### src/rtl/scmi_doorbell_scheduler_pkg.sv
// Shared types and defaults for the SCMI doorbell scheduler.
package scmi_sched_pkg;

  typedef enum logic [1:0] {
    IDLE  = 2'd0,
    GRANT = 2'd1,
    SERVE = 2'd2,
    COMPL = 2'd3
  } sched_state_e;

  localparam int DEF_NUM_CHANNELS   = 4;
  localparam int DEF_TIMEOUT_CYCLES = 4096;

  // Bit width needed to encode v distinct values, never less than one bit.
  function automatic int clog2_min1(input int v);
    return (v > 1) ? $clog2(v) : 1;
  endfunction

endpackage

### src/rtl/scmi_doorbell_scheduler_rr_pick.sv
// Combinational round-robin picker: first set request at or after the pointer.
module scmi_rr_pick #(
  parameter int NumChannels = 4,
  parameter int IdWidth     = 2
) (
  input  logic [NumChannels-1:0] req_i,
  input  logic [IdWidth-1:0]     ptr_i,
  output logic                   valid_o,
  output logic [IdWidth-1:0]     idx_o
);

  // Rotate so bit 0 is the request sitting at the pointer.
  logic [NumChannels-1:0] w_rot;
  assign w_rot = NumChannels'({req_i, req_i} >> ptr_i);

  // Scan from the far end down so the nearest request to the pointer wins.
  always_comb begin
    int v_sum;
    v_sum   = 0;
    valid_o = 1'b0;
    idx_o   = '0;
    for (int k = NumChannels - 1; k >= 0; k--) begin
      if (((w_rot >> k) & NumChannels'(1)) != '0) begin
        v_sum = int'(ptr_i) + k;
        if (v_sum >= NumChannels) v_sum = v_sum - NumChannels;
        valid_o = 1'b1;
        idx_o   = IdWidth'(v_sum);
      end
    end
  end

endmodule

### src/rtl/scmi_doorbell_scheduler.sv
// SCMI doorbell scheduler: captures doorbell edges, picks channels round-robin,
// and walks each request through grant / serve / completion with a watchdog.
//
//  state | meaning
//  IDLE  | waiting for an enabled pending channel
//  GRANT | irq raised for r_id, waiting for firmware ack
//  SERVE | firmware working on r_id, waiting for done
//  COMPL | completion pulse on compl_o[r_id]
module scmi_doorbell_scheduler
  import scmi_sched_pkg::*;
#(
  parameter int  NumChannels   = DEF_NUM_CHANNELS,
  parameter int  TimeoutCycles = DEF_TIMEOUT_CYCLES,
  localparam int IdWidth       = clog2_min1(NumChannels)
) (
  input  logic                   clk_i,
  input  logic                   rst_ni,
  input  logic [NumChannels-1:0] doorbell_i,
  input  logic [NumChannels-1:0] chan_en_i,
  output logic                   irq_o,
  output logic [IdWidth-1:0]     chan_id_o,
  input  logic                   ack_i,
  input  logic                   done_i,
  output logic [NumChannels-1:0] compl_o,
  output logic                   timeout_o,
  output logic                   busy_o
);

  localparam int                 CntWidth = clog2_min1(TimeoutCycles + 1);
  localparam logic [CntWidth-1:0] CntTerm = CntWidth'(TimeoutCycles - 1);
  localparam bit                 WdEnable = (TimeoutCycles != 0);
  localparam logic [IdWidth-1:0] LastIdx  = IdWidth'(NumChannels - 1);

  sched_state_e           r_state;
  logic [NumChannels-1:0] r_db_q;
  logic [NumChannels-1:0] r_pend;
  logic [IdWidth-1:0]     r_ptr;
  logic [IdWidth-1:0]     r_id;
  logic                   r_irq;
  logic [NumChannels-1:0] r_compl;
  logic                   r_timeout;
  logic [CntWidth-1:0]    r_wd_cnt;

  logic [NumChannels-1:0] w_cand;
  logic                   w_valid;
  logic [IdWidth-1:0]     w_idx;
  logic                   w_grant;
  logic [NumChannels-1:0] w_grant_mask;
  logic                   w_wd_exp;

  assign w_cand       = r_pend & chan_en_i;
  assign w_grant      = (r_state == IDLE) && w_valid;
  assign w_grant_mask = w_grant ? (NumChannels'(1) << w_idx) : '0;
  assign w_wd_exp     = WdEnable && (r_wd_cnt == CntTerm);

  scmi_rr_pick #(
    .NumChannels (NumChannels),
    .IdWidth     (IdWidth)
  ) u_rr_pick (
    .req_i   (w_cand),
    .ptr_i   (r_ptr),
    .valid_o (w_valid),
    .idx_o   (w_idx)
  );

  // Doorbell edge capture; a grant clears its bit even if the same channel rings again.
  always_ff @(posedge clk_i or negedge rst_ni) begin
    if (!rst_ni) begin
      r_db_q <= '0;
      r_pend <= '0;
    end else begin
      r_db_q <= doorbell_i;
      r_pend <= (r_pend | (doorbell_i & ~r_db_q)) & ~w_grant_mask;
    end
  end

  // Service FSM with registered irq / completion / timeout outputs and watchdog.
  always_ff @(posedge clk_i or negedge rst_ni) begin
    if (!rst_ni) begin
      r_state   <= IDLE;
      r_ptr     <= '0;
      r_id      <= '0;
      r_irq     <= 1'b0;
      r_compl   <= '0;
      r_timeout <= 1'b0;
      r_wd_cnt  <= '0;
    end else begin
      r_compl   <= '0;
      r_timeout <= 1'b0;
      case (r_state)
        IDLE: begin
          if (w_valid) begin
            r_id     <= w_idx;
            r_ptr    <= (w_idx == LastIdx) ? '0 : w_idx + IdWidth'(1);
            r_irq    <= 1'b1;
            r_wd_cnt <= '0;
            r_state  <= GRANT;
          end
        end
        GRANT: begin
          r_wd_cnt <= r_wd_cnt + CntWidth'(1);
          if (w_wd_exp) begin
            r_irq     <= 1'b0;
            r_timeout <= 1'b1;
            r_state   <= IDLE;
          end else if (ack_i) begin
            r_irq   <= 1'b0;
            r_state <= SERVE;
          end
        end
        SERVE: begin
          r_wd_cnt <= r_wd_cnt + CntWidth'(1);
          if (done_i) begin
            r_compl <= NumChannels'(1) << r_id;
            r_state <= COMPL;
          end else if (w_wd_exp) begin
            r_timeout <= 1'b1;
            r_state   <= IDLE;
          end
        end
        default: r_state <= IDLE;
      endcase
    end
  end

  assign irq_o     = r_irq;
  assign chan_id_o = r_id;
  assign compl_o   = r_compl;
  assign timeout_o = r_timeout;
  assign busy_o    = (r_state != IDLE);

endmodule
### config.mk
export PLATFORM = sky130hd
export DESIGN_NAME = scmi_doorbell_scheduler
export DESIGN_NICKNAME = d
export VERILOG_FILES = /design/src/rtl/scmi_doorbell_scheduler_pkg.sv /design/src/rtl/scmi_doorbell_scheduler_rr_pick.sv /design/src/rtl/scmi_doorbell_scheduler.sv
export SDC_FILE = /design/constraint.sdc
export NUM_CORES = 1
export LEC_CHECK = 0
export CORE_UTILIZATION = 35
export DETAILED_ROUTE_END_ITERATION = 12
export GPL_TIMING_DRIVEN = 0
export SYNTH_ARGS = -nofsm -noshare
export SYNTH_HDL_FRONTEND = slang
export SYNTH_HIERARCHICAL = 1
export SYNTH_SLANG_ARGS = --single-unit
export TNS_END_PERCENT = 5
### constraint.sdc
create_clock -name clk_i -period 3.9 [get_ports clk_i]
set_clock_uncertainty 0.2 [all_clocks]
set_input_delay 0.78 -clock clk_i [delete_from_list [all_inputs] [get_ports clk_i]]
set_output_delay 0.78 -clock clk_i [all_outputs]
set_load 0.02 [all_outputs]
==> flow_metrics.py, run 1 <==
metrics = {
    "final_layout": {
        "layout_common_cells": "dfrtp_1, clkdlybuf4s50_1, inv_1, nand2_1, a21oi_1",
        "layout.cells.most_common": "dfrtp_1",
        "n_antenna_cell": 0,
        "multi_input_area_um2": 831,
        "drive_gt1_share_pct": 8.53,
        "utilization_pct": 44.5,
        "layout-area-overhead-vs-synth_pct": 20.9,
        "final_cells": 278,
        "fin_area_mm2": 0.00212,
        "fin_nets": 232,
        "nFillCells": 488,
        "seq_area_um2": 826,
    },
    "placement": {
        "port_buffers": 20,
        "dp.cells": 271,
        "dpl_cell_area_mm2": 0.00203,
        "pre_cts_ws_ns": 0.702,
        "gp_congestion": 0.774,
        "dp_hpwl_um": 2450,
    },
    "drt": {
        "detail_route.iter0.violations": 64,
        "met1_length_um": 1750,
        "via_per_inst": 4.81,
        "ant_nets": 0,
        "vias": 1338,
        "highest-signal-layer": "met4",
        "drcViolationCount": 0,
        "wl_per_cell_um": 12.5,
        "routed_wl_um": 3470,
        "wl_met2_um": 1490,
        "route.met3.wl_um": 158,
        "firstDrtPassIters": 4,
    },
    "critical_path": {
        "reg2reg_depth": 9,
        "crit_family": "buffers and inverters",
        "path_cells": "clkdlybuf4s50_1, and2_1, nor2_1, nand3_1, clkbuf_1, nor2b_1, buf_2, inv_1, a21oi_1, mux2_2",
        "path_buf_inv": 4,
        "cp.depth": 10,
        "crit_type": "in -> reg",
        "start_kind": "primary input",
        "path_max_fanout": 10,
        "worstSetupStartpoint": "chan_en_i[1]",
        "worstReg2RegStart": "r_pend[3]",
        "crit_path_top_delay_cell": "clkdlybuf4s50_1",
        "critical-path-max-stage-delay_ns": 0.39,
        "critPathRequiredTime_ns": 3.87,
        "arrival_ns": 2.91,
        "critPathCaptureType": "register",
    },
    "logic_synthesis": {
        "syn_area_mm2": 0.00175,
        "synth_cell_type_count": 37,
        "synth_enable_flop_cells": 0,
        "yosysSeqAreaShare_pct": 47.2,
        "yosysWarningCount": 6,
        "syn_inst": 184,
        "yosys_most_used_dff": "dfrtp_1",
        "async_reset_ff_share_pct": 100,
        "syn_avg_cell_area_um2": 9.51,
        "synth_seq_cells": 33,
        "syn-num-nets": 205,
    },
    "timing": {
        "post-route-min-period_ns": 2.94,
        "max_freq_ghz": 0.340,
        "whs_ns": 0.309,
        "slew-limit-headroom_pct": 51.0,
        "finalCritPeriodShare_pct": 75.5,
        "setup_tns_ns": 0,
        "rsz0062_at_grt": "no",
        "slew_violations": 0,
        "hold_viol_final": 0,
        "setup_viol": 0,
        "setup_slack_ns": 0.955,
        "worst_slew_pin_slew_ns": 0.735,
    },
    "power": {
        "report.power.total_mw": 1.28,
        "vdd_ir_drop_max_uv": 368,
        "p_leak_nw": 0.944,
        "powerDensity_mw_per_mm2": 606,
    },
    "status": {
        "status": "finished clean",
    },
    "min_path": {
        "holdCritPathClass": "reg -> reg",
        "hp-start": "chan_id_o[1]",
        "hold_depth": 1,
    },
    "clocking": {
        "holdBufCountCts": 0,
        "cts_sinks": 33,
        "clk_latency_ns": 0.28,
        "cts_resized": 0,
        "post_cts_buffers": 0,
        "cts_tree": "done",
        "path_clk_slew_ns": 0.07,
        "cts_buffer_depth": 2,
        "cts.htree.levels": 2,
        "cts_buffers": 5,
        "cts_root_buffer": "clkbuf_8",
    },
    "global_routing": {
        "grt_pass1_wl_um": 6220,
        "grt-ovfl-total": 0,
        "grt_pass1_vias": 1351,
        "grt_max_degree": 34,
        "antenna_found_initial": 0,
        "grt_util_all_layers_pct": 15.4,
    },
    "die": {
        "fp.coreArea_mm2": 0.00475,
        "rows": 25,
        "start_util_pct": 36.8,
        "die_y_um": 72.7,
        "die_w_um": 72.7,
        "die_area_mm2": 0.00529,
        "ios": 21,
    },
    "job": {
        "maxCapViolCount": 0,
    },
}
[synth_stat cells, drive strengths merged, types with 3 or more instances]
cell	instances	area, um^2
a31oi	6	37.5
mux2	3	33.8
inv	18	67.6
and2	4	25.0
nor4	4	40.0
nor2	6	22.5
nand3	5	30.0
o21ai	14	70.1
a21oi	16	80.1
nor3	12	60.1
nand4	5	46.3
clkbuf	4	16.3
mux2i	6	60.1
nor2b	5	31.3
nand2	18	67.6
ha	9	113
dfrtp	33	826
[metal layers]
metal,track usage (%),vias to the layer above
met1,20.0,600
li1,-,702
met3,3.87,7
met5,0,-
met4,7.84,0
met2,24.0,29
[worst reg2reg max path, delay by kind of cell (launching register included)]
kind / cells / cell delay [ns]
muxes: 1 / 0.36
buffers and inverters: 3 / 0.51
and+or+nand+nor: 4 / 0.61
AOI/OAI and AO/OA: 1 / 0.23
DFF: 1 / 0.37
[logic make-up after synthesis]
logic type               after synthesis  synth area share [%]
AND/OR/NAND/NOR                       65                  20.9
AO/OA/AOI/OAI                         44                  14.8
multiplexers                           9                  5.36
flip-flops                            33                  47.2
adder cells (fa/ha/maj)                9                  6.43
buffers and inverters                 24                  5.36
[where the power goes]
part           internal (mW)  switching (mW)  total [mW]
logic                  0.228           0.319       0.548
registers              0.415          0.0633       0.478
clock network          0.140           0.117       0.257
total                  0.783           0.500        1.28
[path summary, 6_finish.rpt]
path	endpoint	slack, ns
hold / removal	compl_o[1]	0.31
min in group asynchronous	irq_o	0.36
max in group asynchronous	r_wd_cnt[12]	2.67
hold reg to reg	compl_o[1]	0.31
setup reg to reg	r_state[0]	1.50
setup / recovery	r_state[0]	0.96
[state kept, by name (all words and copies together), names as in the netlist]
name,flops
chan_id_o,2
compl_o,4
irq_o,1
r_db_q,4
r_pend,4
r_ptr,2
r_state,2
r_wd_cnt,13
timeout_o,1
[final cells by class]
| class | count | share of cell area [%] |
|---|---|---|
| sequential | 33 | 39.0 |
| buffer | 6 | 1.24 |
| clock buffer | 7 | 4.08 |
| multi-input combinational | 127 | 39.3 |
| timing repair buffer | 20 | 9.23 |
| tap | 67 | 3.96 |
| inverter | 18 | 3.19 |
(Power assumes the default switching activity.)
==> run 2, diff against run 1 <==
clock period = 2.9 ns   (was 3.9 ns; I/O delays follow)
==> flow_metrics.py, run 2 (synthesis results as in run 1) <==
metrics = {
    "timing": {
        "whs_ns": 0.161,
        "max_freq_ghz": 0.373,
        "hold_viol_final": 0,
        "worst_slew_pin_slew_ns": 0.733,
        "slew_violations": 0,
        "post-route-min-period_ns": 2.68,
        "setup_viol": 0,
        "rsz0062_at_grt": "no",
        "slew-limit-headroom_pct": 51.1,
        "finalCritPeriodShare_pct": 92.5,
        "setup_slack_ns": 0.218,
        "setup_tns_ns": 0,
    },
    "drt": {
        "ant_nets": 0,
        "drcViolationCount": 0,
        "via_per_inst": 4.88,
        "firstDrtPassIters": 4,
        "routed_wl_um": 3490,
        "vias": 1357,
        "detail_route.iter0.violations": 60,
        "wl_per_cell_um": 12.6,
    },
    "clocking": {
        "cts_sinks": 33,
        "cts_root_buffer": "clkbuf_8",
        "cts_buffer_depth": 2,
        "cts_buffers": 5,
        "cts_tree": "done",
        "clk_latency_ns": 0.28,
        "path_clk_slew_ns": 0.06,
        "cts.htree.levels": 2,
    },
    "critical_path": {
        "path_cells": "clkdlybuf4s50_1, and2_1, nor2_1, nand3_1, clkbuf_1, nor2b_2, clkbuf_4, inv_1, a21oi_1, mux2_2",
        "arrival_ns": 2.65,
        "reg2reg_depth": 9,
        "critPathCaptureType": "register",
        "path_max_fanout": 10,
        "start_kind": "primary input",
        "critPathRequiredTime_ns": 2.86,
        "critical-path-max-stage-delay_ns": 0.39,
        "crit_type": "in -> reg",
        "crit_path_top_delay_cell": "clkdlybuf4s50_1",
    },
    "power": {
        "vdd_ir_drop_max_uv": 499,
        "p_leak_nw": 0.945,
        "power_frac_seq_pct": 37.1,
        "p_int_mw": 1.06,
        "powerDensity_mw_per_mm2": 817,
        "power.share.clock_pct": 19.9,
        "swShare_pct": 39.0,
        "combPwrFrac_pct": 43.0,
        "p_sw_mw": 0.676,
        "report.power.total_mw": 1.73,
    },
    "final_layout": {
        "layout.cells.most_common": "dfrtp_1",
        "layout_common_cells": "dfrtp_1, clkdlybuf4s50_1, inv_1, nand2_1, a21oi_1",
        "fin_area_mm2": 0.00212,
        "layout-area-overhead-vs-synth_pct": 21.2,
        "utilization_pct": 44.6,
        "regMostFlops": "r_wd_cnt",
        "n_antenna_cell": 0,
        "fin_nets": 232,
        "drive_gt1_share_pct": 9.00,
        "largest_reg_flops": 13,
        "final_cells": 278,
    },
    "global_routing": {
        "antenna_found_initial": 0,
        "grt_util_all_layers_pct": 15.4,
        "grt_pass1_vias": 1351,
        "grt_max_degree": 34,
        "grt_pass1_wl_um": 6220,
        "grt-ovfl-total": 0,
    },
    "placement": {
        "pre_cts_ws_ns": -0.0980,
        "port_buffers": 20,
        "dp_hpwl_um": 2450,
        "gp_congestion": 0.774,
        "dp.cells": 271,
        "dpl_cell_area_mm2": 0.00203,
    },
    "die": {
        "start_util_pct": 36.8,
        "ios": 21,
        "fp.coreArea_mm2": 0.00475,
        "die_w_um": 72.7,
        "rows": 25,
        "die_area_mm2": 0.00529,
        "die_y_um": 72.7,
    },
    "min_path": {
        "holdCritPathClass": "in -> async",
    },
    "status": {
        "status": "finished clean",
    },
    "job": {
        "maxCapViolCount": 0,
    },
}
==> run 2: changes by cell type in the layout (fill, tap and decap cells not counted), sizes merged <==
cell | before | now
clkbuf | 11 | 12
buf | 3 | 2
==> run 2: layout make-up <==
| class | count | area [um^2] |
|---|---|---|
| Sequential cell | 33 | 826 |
| Tap cell | 67 | 83.8 |
| Clock buffer | 7 | 86.3 |
| Buffer | 6 | 28.8 |
| Timing Repair Buffer | 20 | 195 |
| Fill cell | 486 | 2630 |
| Inverter | 18 | 67.6 |
| Multi-Input combinational cell | 127 | 833 |
==> run 2: worst max-delay path: cells and delay by family <==
kind,cells,cell delay (ns)
AO/OA/AOI/OAI,1,0.23
buffers and inverters,4,0.88
multiplexers,1,0.36
AND/OR/NAND/NOR,4,0.60
==> run 2: path summary, 6_finish.rpt <==
path / start / endpoint / slack, ns
min: rst_ni / irq_o / 0.16
min in group clk_i: chan_id_o[1] / compl_o[1] / 0.31
max reg2reg: r_pend[1] / r_state[0] / 0.56
min reg2reg: chan_id_o[1] / compl_o[1] / 0.31
max in group asynchronous: rst_ni / r_wd_cnt[12] / 1.87
max: chan_en_i[1] / r_state[0] / 0.22
==> run 2: what timing repair did <==
action / in CTS / in global routing
hold endpoints to repair: 0 / 0
setup endpoints to repair: 0 / 2
hold buffers: 0 / 0
buffers inserted: 0 / 0
gates resized for setup: 0 / 2
==> run 2: power by group through the flow <==
stage	Sequential [mW]	Clock, mW	Combinational (mW)
finish	0.643	0.345	0.745
global route	0.657	0.382	0.840
CTS	0.643	0.360	0.745
detailed placement	0.652	0	0.743
global placement	0.652	0	0.747
floorplan	0.661	0	0.502
==> run 2: per-layer routing <==
| layer | global-route usage (%) | part of all wire, % | vias to the layer above |
|---|---|---|---|
| met4 | 7.84 | 2.0 | 0 |
| met1 | 20.0 | 51 | 615 |
| li1 | - | - | 706 |
| met5 | 0 | 0 | - |
| met2 | 24.0 | 43 | 27 |
| met3 | 3.87 | 4.3 | 9 |
